--- src/rtl/interrupt_sequencer_pkg.sv ---
// Shared encodings for the 6502 interrupt/BRK/reset entry sequencer:
// sequence states, source codes, push selects and default vectors.
package interrupt_sequencer_pkg;

    typedef enum logic [2:0] {
        S_IDLE = 3'd0,
        S_T1   = 3'd1,
        S_PCH  = 3'd2,
        S_PCL  = 3'd3,
        S_P    = 3'd4,
        S_VL   = 3'd5,
        S_VH   = 3'd6
    } state_t;

    typedef enum logic [1:0] {
        SRC_NONE  = 2'b00,
        SRC_RESET = 2'b01,
        SRC_NMI   = 2'b10,
        SRC_IRQ   = 2'b11
    } source_t;

    localparam logic [1:0] PUSH_PCH = 2'b00;
    localparam logic [1:0] PUSH_PCL = 2'b01;
    localparam logic [1:0] PUSH_P   = 2'b10;

    localparam logic [15:0] DEF_NMI_VECTOR   = 16'hFFFA;
    localparam logic [15:0] DEF_RESET_VECTOR = 16'hFFFC;
    localparam logic [15:0] DEF_IRQ_VECTOR   = 16'hFFFE;

    function automatic logic [15:0] vector_base(
        input source_t     src,
        input logic [15:0] nmi_vec,
        input logic [15:0] rst_vec,
        input logic [15:0] irq_vec
    );
        logic [15:0] base;
        case (src)
            SRC_RESET: base = rst_vec;
            SRC_NMI:   base = nmi_vec;
            default:   base = irq_vec;
        endcase
        return base;
    endfunction

endpackage

--- src/rtl/interrupt_sequencer_if.sv ---
// Pin/decoder inputs and datapath control outputs of the interrupt sequencer.
interface interrupt_sequencer_if;
    logic        i_nmi_n;
    logic        i_irq_n;
    logic        i_p_i;
    logic        i_instr_end;
    logic        i_brk;
    logic        o_busy;
    logic        o_force_brk;
    logic [2:0]  o_cycle;
    logic        o_push;
    logic [1:0]  o_push_sel;
    logic        o_write_inhibit;
    logic        o_b_flag;
    logic        o_set_i;
    logic        o_vec_fetch;
    logic [15:0] o_vec_addr;
    logic        o_done;
    logic [1:0]  o_source;

    modport master (
        input  i_nmi_n, i_irq_n, i_p_i, i_instr_end, i_brk,
        output o_busy, o_force_brk, o_cycle, o_push, o_push_sel, o_write_inhibit,
               o_b_flag, o_set_i, o_vec_fetch, o_vec_addr, o_done, o_source
    );

    modport slave (
        output i_nmi_n, i_irq_n, i_p_i, i_instr_end, i_brk,
        input  o_busy, o_force_brk, o_cycle, o_push, o_push_sel, o_write_inhibit,
               o_b_flag, o_set_i, o_vec_fetch, o_vec_addr, o_done, o_source
    );
endinterface

--- src/rtl/interrupt_sequencer_nmi_edge_detect.sv ---
// NMI falling-edge latch: a new edge always wins over a same-cycle clear so
// that an NMI arriving while the previous one is being vectored is not lost.
module interrupt_sequencer_nmi_edge_detect (
    input  logic i_clk,
    input  logic i_reset,
    input  logic i_ce,
    input  logic i_nmi_n,
    input  logic i_clear,
    output logic o_fall,
    output logic o_pending
);

    logic nmi_prev_r;
    logic nmi_pending_r;

    assign o_fall    = nmi_prev_r & ~i_nmi_n;
    assign o_pending = nmi_pending_r;

    // Previous pin level and pending flag.
    always_ff @(posedge i_clk) begin
        if (i_reset) begin
            nmi_prev_r    <= 1'b1;
            nmi_pending_r <= 1'b0;
        end else if (i_ce) begin
            nmi_prev_r <= i_nmi_n;
            if (o_fall) begin
                nmi_pending_r <= 1'b1;
            end else if (i_clear) begin
                nmi_pending_r <= 1'b0;
            end else begin
                nmi_pending_r <= nmi_pending_r;
            end
        end else begin
            nmi_prev_r    <= nmi_prev_r;
            nmi_pending_r <= nmi_pending_r;
        end
    end

endmodule

--- src/rtl/interrupt_sequencer.sv ---
// 6502 interrupt/BRK/reset entry sequencer: picks the source at an instruction
// boundary and runs the T1/PCH/PCL/P/VL/VH sequence with registered controls.
module interrupt_sequencer
    import interrupt_sequencer_pkg::*;
#(
    parameter logic [15:0] NMI_VECTOR   = DEF_NMI_VECTOR,
    parameter logic [15:0] RESET_VECTOR = DEF_RESET_VECTOR,
    parameter logic [15:0] IRQ_VECTOR   = DEF_IRQ_VECTOR
) (
    input  logic                  i_clk,
    input  logic                  i_reset,
    input  logic                  i_ce,
    interrupt_sequencer_if.master bus
);

    state_t      state_r, state_nxt_s;
    source_t     source_r, source_nxt_s;
    logic        brk_flag_r, brk_flag_nxt_s;
    logic        reset_pending_r, reset_pending_nxt_s;
    logic        force_nxt_s;
    logic        nmi_fall_s, nmi_pending_s, nmi_clear_s;
    logic        irq_ok_s, decide_s;

    logic        busy_r, force_brk_r, push_r, write_inhibit_r, b_flag_r;
    logic        set_i_r, vec_fetch_r, done_r;
    logic [1:0]  push_sel_r;
    logic [15:0] vec_addr_r;

    logic        push_nxt_s, write_inhibit_nxt_s, b_flag_nxt_s;
    logic        set_i_nxt_s, vec_fetch_nxt_s, done_nxt_s;
    logic [1:0]  push_sel_nxt_s;
    logic [15:0] vec_addr_nxt_s;

    interrupt_sequencer_nmi_edge_detect u_nmi (
        .i_clk     (i_clk),
        .i_reset   (i_reset),
        .i_ce      (i_ce),
        .i_nmi_n   (bus.i_nmi_n),
        .i_clear   (nmi_clear_s),
        .o_fall    (nmi_fall_s),
        .o_pending (nmi_pending_s)
    );

    assign irq_ok_s    = ~bus.i_irq_n & ~bus.i_p_i;
    assign decide_s    = bus.i_instr_end | bus.i_brk;
    // The NMI vector is fetched in VL only when the (possibly hijacked) source is NMI.
    assign nmi_clear_s = (state_r == S_VL) && (source_r == SRC_NMI);

    // Next-state, source latch and pending-reset bookkeeping.
    always_comb begin
        state_nxt_s         = state_r;
        source_nxt_s        = source_r;
        brk_flag_nxt_s      = brk_flag_r;
        reset_pending_nxt_s = reset_pending_r;
        force_nxt_s         = 1'b0;
        case (state_r)
            S_IDLE: begin
                if (decide_s && (reset_pending_r || nmi_pending_s || irq_ok_s)) begin
                    state_nxt_s    = S_T1;
                    force_nxt_s    = 1'b1;
                    brk_flag_nxt_s = 1'b0;
                    if (reset_pending_r) begin
                        source_nxt_s = SRC_RESET;
                    end else if (nmi_pending_s) begin
                        source_nxt_s = SRC_NMI;
                    end else begin
                        source_nxt_s = SRC_IRQ;
                    end
                end else if (bus.i_brk) begin
                    state_nxt_s    = S_T1;
                    source_nxt_s   = SRC_IRQ;
                    brk_flag_nxt_s = 1'b1;
                end else begin
                    state_nxt_s = S_IDLE;
                end
            end
            S_T1:  state_nxt_s = S_PCH;
            S_PCH: state_nxt_s = S_PCL;
            S_PCL: state_nxt_s = S_P;
            S_P: begin
                state_nxt_s = S_VL;
                // An NMI seen up to and including the P cycle steals the vector.
                if ((source_r == SRC_IRQ) && (nmi_pending_s || nmi_fall_s)) begin
                    source_nxt_s = SRC_NMI;
                end else begin
                    source_nxt_s = source_r;
                end
            end
            S_VL: begin
                state_nxt_s = S_VH;
                if (source_r == SRC_RESET) begin
                    reset_pending_nxt_s = 1'b0;
                end else begin
                    reset_pending_nxt_s = reset_pending_r;
                end
            end
            S_VH: begin
                state_nxt_s    = S_IDLE;
                source_nxt_s   = SRC_NONE;
                brk_flag_nxt_s = 1'b0;
            end
            default: begin
                state_nxt_s    = S_IDLE;
                source_nxt_s   = SRC_NONE;
                brk_flag_nxt_s = 1'b0;
            end
        endcase
    end

    // Datapath controls for the cycle being entered, registered below.
    always_comb begin
        push_nxt_s          = 1'b0;
        push_sel_nxt_s      = PUSH_PCH;
        write_inhibit_nxt_s = 1'b0;
        b_flag_nxt_s        = 1'b0;
        set_i_nxt_s         = 1'b0;
        vec_fetch_nxt_s     = 1'b0;
        vec_addr_nxt_s      = 16'h0000;
        done_nxt_s          = 1'b0;
        case (state_nxt_s)
            S_PCH: begin
                push_nxt_s          = 1'b1;
                push_sel_nxt_s      = PUSH_PCH;
                write_inhibit_nxt_s = (source_nxt_s == SRC_RESET);
            end
            S_PCL: begin
                push_nxt_s          = 1'b1;
                push_sel_nxt_s      = PUSH_PCL;
                write_inhibit_nxt_s = (source_nxt_s == SRC_RESET);
            end
            S_P: begin
                push_nxt_s          = 1'b1;
                push_sel_nxt_s      = PUSH_P;
                write_inhibit_nxt_s = (source_nxt_s == SRC_RESET);
                b_flag_nxt_s        = brk_flag_nxt_s;
            end
            S_VL: begin
                vec_fetch_nxt_s = 1'b1;
                set_i_nxt_s     = 1'b1;
                vec_addr_nxt_s  = vector_base(source_nxt_s, NMI_VECTOR, RESET_VECTOR, IRQ_VECTOR);
            end
            S_VH: begin
                vec_fetch_nxt_s = 1'b1;
                done_nxt_s      = 1'b1;
                vec_addr_nxt_s  = vector_base(source_nxt_s, NMI_VECTOR, RESET_VECTOR, IRQ_VECTOR) + 16'd1;
            end
            default: begin
                push_nxt_s = 1'b0;
            end
        endcase
    end

    // State, source and output registers; frozen while the clock enable is low.
    always_ff @(posedge i_clk) begin
        if (i_reset) begin
            state_r         <= S_IDLE;
            source_r        <= SRC_NONE;
            brk_flag_r      <= 1'b0;
            reset_pending_r <= 1'b1;
            busy_r          <= 1'b0;
            force_brk_r     <= 1'b0;
            push_r          <= 1'b0;
            push_sel_r      <= 2'b00;
            write_inhibit_r <= 1'b0;
            b_flag_r        <= 1'b0;
            set_i_r         <= 1'b0;
            vec_fetch_r     <= 1'b0;
            vec_addr_r      <= 16'h0000;
            done_r          <= 1'b0;
        end else if (i_ce) begin
            state_r         <= state_nxt_s;
            source_r        <= source_nxt_s;
            brk_flag_r      <= brk_flag_nxt_s;
            reset_pending_r <= reset_pending_nxt_s;
            busy_r          <= (state_nxt_s != S_IDLE);
            force_brk_r     <= force_nxt_s;
            push_r          <= push_nxt_s;
            push_sel_r      <= push_sel_nxt_s;
            write_inhibit_r <= write_inhibit_nxt_s;
            b_flag_r        <= b_flag_nxt_s;
            set_i_r         <= set_i_nxt_s;
            vec_fetch_r     <= vec_fetch_nxt_s;
            vec_addr_r      <= vec_addr_nxt_s;
            done_r          <= done_nxt_s;
        end else begin
            state_r <= state_r;
        end
    end

    assign bus.o_busy          = busy_r;
    assign bus.o_force_brk     = force_brk_r;
    assign bus.o_cycle         = state_r;
    assign bus.o_push          = push_r;
    assign bus.o_push_sel      = push_sel_r;
    assign bus.o_write_inhibit = write_inhibit_r;
    assign bus.o_b_flag        = b_flag_r;
    assign bus.o_set_i         = set_i_r;
    assign bus.o_vec_fetch     = vec_fetch_r;
    assign bus.o_vec_addr      = vec_addr_r;
    assign bus.o_done          = done_r;
    assign bus.o_source        = source_r;

endmodule

--- src/flat_wrapper.sv ---
// flat-port wrapper written by rule: the top's interface ports become plain ports
module interrupt_sequencer_flat import interrupt_sequencer_pkg::*;
#(
    parameter logic [15:0] NMI_VECTOR   = DEF_NMI_VECTOR,
    parameter logic [15:0] RESET_VECTOR = DEF_RESET_VECTOR,
    parameter logic [15:0] IRQ_VECTOR   = DEF_IRQ_VECTOR
)
  (i_clk, i_reset, i_ce, bus_i_nmi_n, bus_i_irq_n, bus_i_p_i, bus_i_instr_end, bus_i_brk, bus_o_busy, bus_o_force_brk, bus_o_cycle, bus_o_push, bus_o_push_sel, bus_o_write_inhibit, bus_o_b_flag, bus_o_set_i, bus_o_vec_fetch, bus_o_vec_addr, bus_o_done, bus_o_source);
  interrupt_sequencer_if bus_i ();
  input  logic i_clk;
  input  logic i_reset;
  input  logic i_ce;
  input wire logic [$bits(bus_i.i_nmi_n)-1:0] bus_i_nmi_n;
  input wire logic [$bits(bus_i.i_irq_n)-1:0] bus_i_irq_n;
  input wire logic [$bits(bus_i.i_p_i)-1:0] bus_i_p_i;
  input wire logic [$bits(bus_i.i_instr_end)-1:0] bus_i_instr_end;
  input wire logic [$bits(bus_i.i_brk)-1:0] bus_i_brk;
  output wire logic [$bits(bus_i.o_busy)-1:0] bus_o_busy;
  output wire logic [$bits(bus_i.o_force_brk)-1:0] bus_o_force_brk;
  output wire logic [$bits(bus_i.o_cycle)-1:0] bus_o_cycle;
  output wire logic [$bits(bus_i.o_push)-1:0] bus_o_push;
  output wire logic [$bits(bus_i.o_push_sel)-1:0] bus_o_push_sel;
  output wire logic [$bits(bus_i.o_write_inhibit)-1:0] bus_o_write_inhibit;
  output wire logic [$bits(bus_i.o_b_flag)-1:0] bus_o_b_flag;
  output wire logic [$bits(bus_i.o_set_i)-1:0] bus_o_set_i;
  output wire logic [$bits(bus_i.o_vec_fetch)-1:0] bus_o_vec_fetch;
  output wire logic [$bits(bus_i.o_vec_addr)-1:0] bus_o_vec_addr;
  output wire logic [$bits(bus_i.o_done)-1:0] bus_o_done;
  output wire logic [$bits(bus_i.o_source)-1:0] bus_o_source;
  assign bus_i.i_nmi_n = bus_i_nmi_n;
  assign bus_i.i_irq_n = bus_i_irq_n;
  assign bus_i.i_p_i = bus_i_p_i;
  assign bus_i.i_instr_end = bus_i_instr_end;
  assign bus_i.i_brk = bus_i_brk;
  assign bus_o_busy = bus_i.o_busy;
  assign bus_o_force_brk = bus_i.o_force_brk;
  assign bus_o_cycle = bus_i.o_cycle;
  assign bus_o_push = bus_i.o_push;
  assign bus_o_push_sel = bus_i.o_push_sel;
  assign bus_o_write_inhibit = bus_i.o_write_inhibit;
  assign bus_o_b_flag = bus_i.o_b_flag;
  assign bus_o_set_i = bus_i.o_set_i;
  assign bus_o_vec_fetch = bus_i.o_vec_fetch;
  assign bus_o_vec_addr = bus_i.o_vec_addr;
  assign bus_o_done = bus_i.o_done;
  assign bus_o_source = bus_i.o_source;
  interrupt_sequencer #(.NMI_VECTOR(NMI_VECTOR), .RESET_VECTOR(RESET_VECTOR), .IRQ_VECTOR(IRQ_VECTOR)) u_core (.i_clk(i_clk), .i_reset(i_reset), .i_ce(i_ce), .bus(bus_i));
endmodule
--- config.mk ---
export PLATFORM = sky130hd
export DESIGN_NAME = interrupt_sequencer_flat
export DESIGN_NICKNAME = d
export VERILOG_FILES = /design/src/rtl/interrupt_sequencer_pkg.sv /design/src/rtl/interrupt_sequencer_if.sv /design/src/rtl/interrupt_sequencer_nmi_edge_detect.sv /design/src/rtl/interrupt_sequencer.sv /design/src/flat_wrapper.sv
export SDC_FILE = /design/constraint.sdc
export NUM_CORES = 1
export LEC_CHECK = 0
export ABC_AREA = 1
export CORE_ASPECT_RATIO = 0.75
export CORE_UTILIZATION = 36
export CTS_BUF_LIST = sky130_fd_sc_hd__clkbuf_2 sky130_fd_sc_hd__clkbuf_4 sky130_fd_sc_hd__clkbuf_8
export DETAILED_ROUTE_END_ITERATION = 8
export HOLD_SLACK_MARGIN = 0.03
export PLACE_DENSITY_LB_ADDON = 0.08
export SLEW_MARGIN = 20
export SYNTH_ARGS = -nofsm -noshare
export SYNTH_HDL_FRONTEND = slang
export SYNTH_SLANG_ARGS = --single-unit
export TNS_END_PERCENT = 1
--- constraint.sdc ---
create_clock -name i_clk -period 1.27 [get_ports i_clk]
set_input_delay 0.254 -clock i_clk [delete_from_list [all_inputs] [get_ports i_clk]]
set_output_delay 0.254 -clock i_clk [all_outputs]
set_load 0.02 [all_outputs]
### After elaboration in Yosys (flattened, before gate mapping)

Index checks and enable logic that the tools add are counted.

* flip-flop bits (word level): 35
* input port bits: 8
* output and inout port bits: 31
* logic and storage cells: 79

* add/subtract/negate cells: 1
* equal/unequal tests: 15
* muxes and demuxes: 26
* bitwise gates (word level): 6
* reduce and logical (&&, ||, !) cells: 15

Operator list (count)
* 16-bit one-hot mux with 2 select lines: 1
* 3-bit one-hot mux with 6 select lines: 1
* 16-bit by 1-bit adder with 16-bit output (second input constant): 1
* 16-bit two-way mux: 1
* 3-bit equality test (second input constant): 5
* 1-bit two-way mux: 14
* 3-bit by 2-bit equality test with 1-bit output (second input constant): 4
* 2-bit two-way mux: 4
* 2-bit equality test (second input constant): 3
* 2-bit one-hot mux with 3 select lines: 1
* 3-bit one-hot mux with 2 select lines: 1
* 5-bit OR reduction: 1
* 2-bit by 1-bit equality test with 1-bit output (second input constant): 2
* 2-bit one-hot mux with 2 select lines: 1
* 4-bit OR reduction: 1
* 3-bit by 1-bit equality test with 1-bit output (second input constant): 1
* 1-bit logical AND: 3
* 3-bit logical NOT: 1
* 1-bit logical OR: 3
* 3-bit two-way mux: 1
* 1-bit inverter: 3
* 3-bit AND reduction: 1
* 3-bit nonzero test: 1
* 3-bit OR reduction: 1
* other kinds (6): 7

### Depth between registers and ports, before layout

* depth after elaboration: 11
* mapped depth: 10
* gate-level depth less buffers: 10

### Modules after synthesis

Synthesis repeated with hierarchy kept, for this count alone.

* cell total of the unflattened synthesis: 163
* area total of the unflattened synthesis: 1128.6 sq um

Modules (own cells, without submodules)
* interrupt_sequencer: instances 1, cells an instance 152, area each 1041.0 sq um, sequential area each 380.4 sq um
* interrupt_sequencer_nmi_edge_detect: instances 1, cells an instance 11, area each 87.6 sq um, sequential area each 40.0 sq um

### Worst setup path after synthesis

No wires, ideal clock.

* path type: register to register
* start: register u_core.state_r[2] (netlist: u_core.bus.o_cycle[2])
* end: register u_core.vec_addr_r[2] (netlist: u_core.bus.o_vec_addr[2])
* library setup time: 0.134 ns
* data arrival time: 1.198 ns
* required time: 1.136 ns
* path slack: -0.061 ns
* stages on the path, launching flop included: 10
* buffers on the path: 0
* clock period less this slack: 1.331 ns
* path through: dfxtp_1 > inv_1 > nand2_1 > nand3_2 > nand2_1 > inv_1 > nand2_2 > nand2_2 > o21bai_1 > a21oi_1

* longest elaborated chain between the ends: 8
* elaborated cells on any way between the ends: 17
* those cells by class: 1 x add/sub; 9 x eq/ne; 5 x mux; 2 x reduce/logical

Ends and longest elaborated chain
* start: declaration: RTL line interrupt_sequencer.sv:16 `state_t state_r, state_nxt_s;`
* start signal: assignment: RTL line interrupt_sequencer.sv:171 `state_r <= state_nxt_s;`
* start signal: assignment: RTL line interrupt_sequencer.sv:186 `state_r <= state_r;`
* 3-bit by 1-bit equality test with 1-bit output (tied with other cells): RTL line interrupt_sequencer.sv:56 `case (state_r)`
* 4-bit OR reduction (no line)
* 2-bit one-hot mux with 3 select lines: RTL line interrupt_sequencer.sv:56
* 2-bit equality test or 2-bit by 1-bit equality test with 1-bit output (tied branches): RTL line interrupt_sequencer_pkg.sv:37 `case (src)`
* 3-bit one-hot mux with 2 select lines: RTL line interrupt_sequencer_pkg.sv:37
* 16-bit two-way mux: RTL line interrupt_sequencer.sv:120 `case (state_nxt_s)`
* 16-bit by 1-bit adder with 16-bit output: RTL line interrupt_sequencer.sv:145 `vec_addr_nxt_s = vector_base(source_nxt_s, NMI_VECTOR, RESET_VECTOR, IRQ_VECTOR) + 16'd1;`
* 16-bit one-hot mux with 2 select lines (*): RTL line interrupt_sequencer.sv:120
* end signal: assignment: RTL line interrupt_sequencer.sv:183 `vec_addr_r <= vec_addr_nxt_s;`
* end: declaration: RTL line interrupt_sequencer.sv:27 `logic [15:0] vec_addr_r;`

Every way passes the cells marked *; elsewhere a longest branch is shown, timed or not. The select of a mux whose other input is x is not followed.
A chain may end at the register's enable or synchronous reset.

### Worst setup path in the final report

* start: register u_core.state_r[1] (netlist: u_core.bus.o_cycle[1])
* end: output port bus_o_cycle[1]

RTL lines
* end: declaration: RTL line flat_wrapper.sv:20 `output wire logic [$bits(bus_i.o_cycle)-1:0] bus_o_cycle;`

No word-level cell between the ends.

==> impl_metrics.yaml <==
detailed_routing:
  vias: 1082
  route.detailed.wl_per_inst_um: 11.1
  detail_route.drc_violations: 0
  routed_wl_um: 2590
  drt_first_iter_violations: 43
  final_antenna_net_count: 0
  via_per_inst: 4.62
  drtPass1Iterations: 4
synthesis:
  yosysTopAreaCellShare_pct: 39.6
  ys_ff_latch: 21
  yosysSeqAreaShare_pct: 39.6
  synth_cell_types: 21
  netlist_area_sq_um: 1060
  syn_avg_cell_area_sq_um: 6.93
  post_synth_inst_count: 153
  yosysWarnings: 0
  cell_taking_the_most_area_after_synthesis: "sky130_fd_sc_hd__dfxtp_1"
  synth.top_cells.by_area: "sky130_fd_sc_hd__dfxtp_1 40%, sky130_fd_sc_hd__nand2_1 13%, sky130_fd_sc_hd__buf_4 9.9%, sky130_fd_sc_hd__a21oi_1 8.5%, sky130_fd_sc_hd__inv_1 6.7%"
  synth_nets: 161
placement:
  dp.final_hpwl_um: 1990
  placement.io_buffers: 38
  place_congestion: 0.841
  postPlaceCellArea_sq_um: 1540
  placed_cells: 230
  pre_cts_ws_ns: -0.323
cells_and_area:
  area_growth_syn_to_layout_pct: 43.2
  multi_input_comb_area_sq_um: 458
  layout_common_cells: "35 x sky130_fd_sc_hd__nand2_1, 21 x sky130_fd_sc_hd__buf_4, 18 x sky130_fd_sc_hd__a21oi_1"
  diodes: 0
  ff_latch_area_sq_um: 425
  drive_above_1_share_pct: 29.8
  final_area_sq_um: 1520
  post-route-util_pct: 56.2
  final_common_cell: "sky130_fd_sc_hd__nand2_1"
  nets: 207
  filler_cell_count: 285
  layout.cells.non_filler: 234
worst_setup_path:
  critPathArrivalTime_ns: 1.00
  criticalPathCategory: "reg -> out"
  critical_path_buf_inv_count: 1
  slowest_stage_delay_cp_ns: 0.39
  critPathLaunchType: "flop"
  critical_path.top_delay_family: "flip-flops"
  cp_data_required_time_ns: 1.02
  critical-path-slowest-cell: "sky130_fd_sc_hd__dfxtp_2"
  endpoint_kind: "output pin"
  crit_path_cell_trace: "dlygate4sd2_1"
  largest_fanout_on_the_critical_path: 5
power_and_ir_drop:
  max-vdd-ir-drop_v: 0.000696
  cellInternalPower_mw: 1.07
  leakagePower_nw: 0.768
  totalPowerFinal_mw: 1.49
  clkPwrFrac_pct: 30.8
  combinationalPowerShare_pct: 21.6
  powerDensity_nw_per_um2: 980
  swShare_pct: 28.0
  power.share.sequential_pct: 47.6
  total_switching_power_uw: 417
timing:
  fin_hold_ws_ns: 0.464
  setup_slack_ns: 0.0190
  timing.slew.headroom_pct: 77.9
  final.period_utilization_pct: 98.5
  timing_hold_violations_final: 0
  final_period_minus_worst_setup_slack_ns: 1.25
  setup_viol: 0
  clock_skew_ns: 0.00536
  max_clock_freq_mhz: 799
  unrepaired_setup_endpoints_after_global_routing: "true"
  post_route_setup_tns_ns: 0
  worst-slew-pin-transition_ns: 0.329
  timing_max_transition_violations_final: 0
floorplanning:
  dieHeight_um: 49.0
  design.die.area_sq_um: 3170
  initial_core_util_pct: 39.3
  coreArea_sq_um: 2700
  io-pin-count: 39
  die_w_um: 64.7
  fp-row-count: 16
global_route:
  grt_start_max_net_pins: 15
  grt.busiest_layer: "met2"
  use_met1_pct: 22.2
  gr-total-overflow: 0
  grt_antenna_before_repair: 0
  global_route.usage.total_pct: 17.0
  global_route.usage.met3_pct: 5.14
  use_met2_pct: 27.5
  grt_pass1_wl_um: 4260
  grt_pass1_vias: 992
cts:
  buffer_count_from_post_cts_setup_fixing: 0
  cts_root_buffer: "sky130_fd_sc_hd__clkbuf_8"
  h_tree_level_count: 1
  clkLatencyLatePin_ns: 0.26
  cts.sinks: 21
  cts_inserted_buffers: 3
  ctsLongestPathBuffers: 2
  cts_hold_buf: 0
  clk_pin_slew_ns: 0.08
  tritoncts: "yes"
min_path:
  hold_crit_class: "reg -> reg"
flow_run:
  max-cap-violations: 0
status:
  outcome: "completed"
==> final timing paths <==
check,slack (ns),endpoint,startpoint,depth (start not counted)
min reg2reg,0.46,u_core.bus.o_write_inhibit,u_core.bus.o_write_inhibit,2
max,0.02,bus_o_cycle[1],u_core.bus.o_cycle[1],1
min,0.46,u_core.bus.o_write_inhibit,u_core.bus.o_write_inhibit,2
max reg2reg,0.05,u_core.bus.o_vec_addr[2],u_core.bus.o_cycle[0],8
==> final cells by class <==
| cell class | count | area share [%] |
|---|---|---|
| repair buffers | 60 | 30.7 |
| flip-flops and latches | 21 | 28.0 |
| clock buffers | 4 | 3.21 |
| multi-input cells | 93 | 30.1 |
| well taps | 36 | 2.97 |
| inverters | 20 | 4.94 |
==> Yosys cell counts <==
master and number:
sky130_fd_sc_hd__a21oi_1 18, sky130_fd_sc_hd__a21oi_2 1, sky130_fd_sc_hd__a22oi_1 1, sky130_fd_sc_hd__a31oi_1 1, sky130_fd_sc_hd__buf_2 2, sky130_fd_sc_hd__buf_4 14, sky130_fd_sc_hd__clkbuf_1 3, sky130_fd_sc_hd__dfxtp_1 21
sky130_fd_sc_hd__inv_1 19, sky130_fd_sc_hd__inv_2 1, sky130_fd_sc_hd__nand2_1 37, sky130_fd_sc_hd__nand2_2 3, sky130_fd_sc_hd__nand3_1 3, sky130_fd_sc_hd__nand3_2 1, sky130_fd_sc_hd__nand4_1 4, sky130_fd_sc_hd__nor2_1 9
sky130_fd_sc_hd__nor3_1 3, sky130_fd_sc_hd__o211ai_1 2, sky130_fd_sc_hd__o21ai_0 8, sky130_fd_sc_hd__o21bai_1 1, sky130_fd_sc_hd__o31ai_1 1
==> power groups by stage <==
stage / sequential [mW] / combinational (mW) / clock [mW]
6_report: 0.708 / 0.322 / 0.459
4_1_cts: 0.707 / 0.316 / 0.472
3_5_place_dp: 0.723 / 0.331 / 0
2_1_floorplan: 0.755 / 0.144 / 0
5_1_grt: 0.713 / 0.356 / 0.496
3_3_place_gp: 0.722 / 0.330 / 0
==> metal layers <==
metal / wire length (um) / vias to the layer above
li1: - / 568
met1: 1250 / 475
met2: 1160 / 37
met3: 170 / 2
met4: 7 / 0
met5: 0 / -
==> logic make-up after synthesis <==
logic type / count (synthesis) / share of synthesized area, %
buffers and inverters: 39 / 19.0
AO/OA/AOI/OAI: 33 / 17.2
flip-flops: 21 / 39.6
AND/OR/NAND/NOR: 60 / 24.2
==> state kept, by name, indices dropped and copies added (netlist names), 2 cells and up <==
| register | cells |
|---|---|
| u_core.bus.o_push_sel | 2 |
| u_core.bus.o_source | 2 |
| u_core.bus.o_vec_addr | 3 |
| u_core.bus.o_cycle | 3 |
==> what timing repair did <==
action                                  CTS  global route
resized for setup                        34            40
endpoints found under the setup margin   37            32
pin swaps                                 0             1
Power figures use the tool's default switching activity.
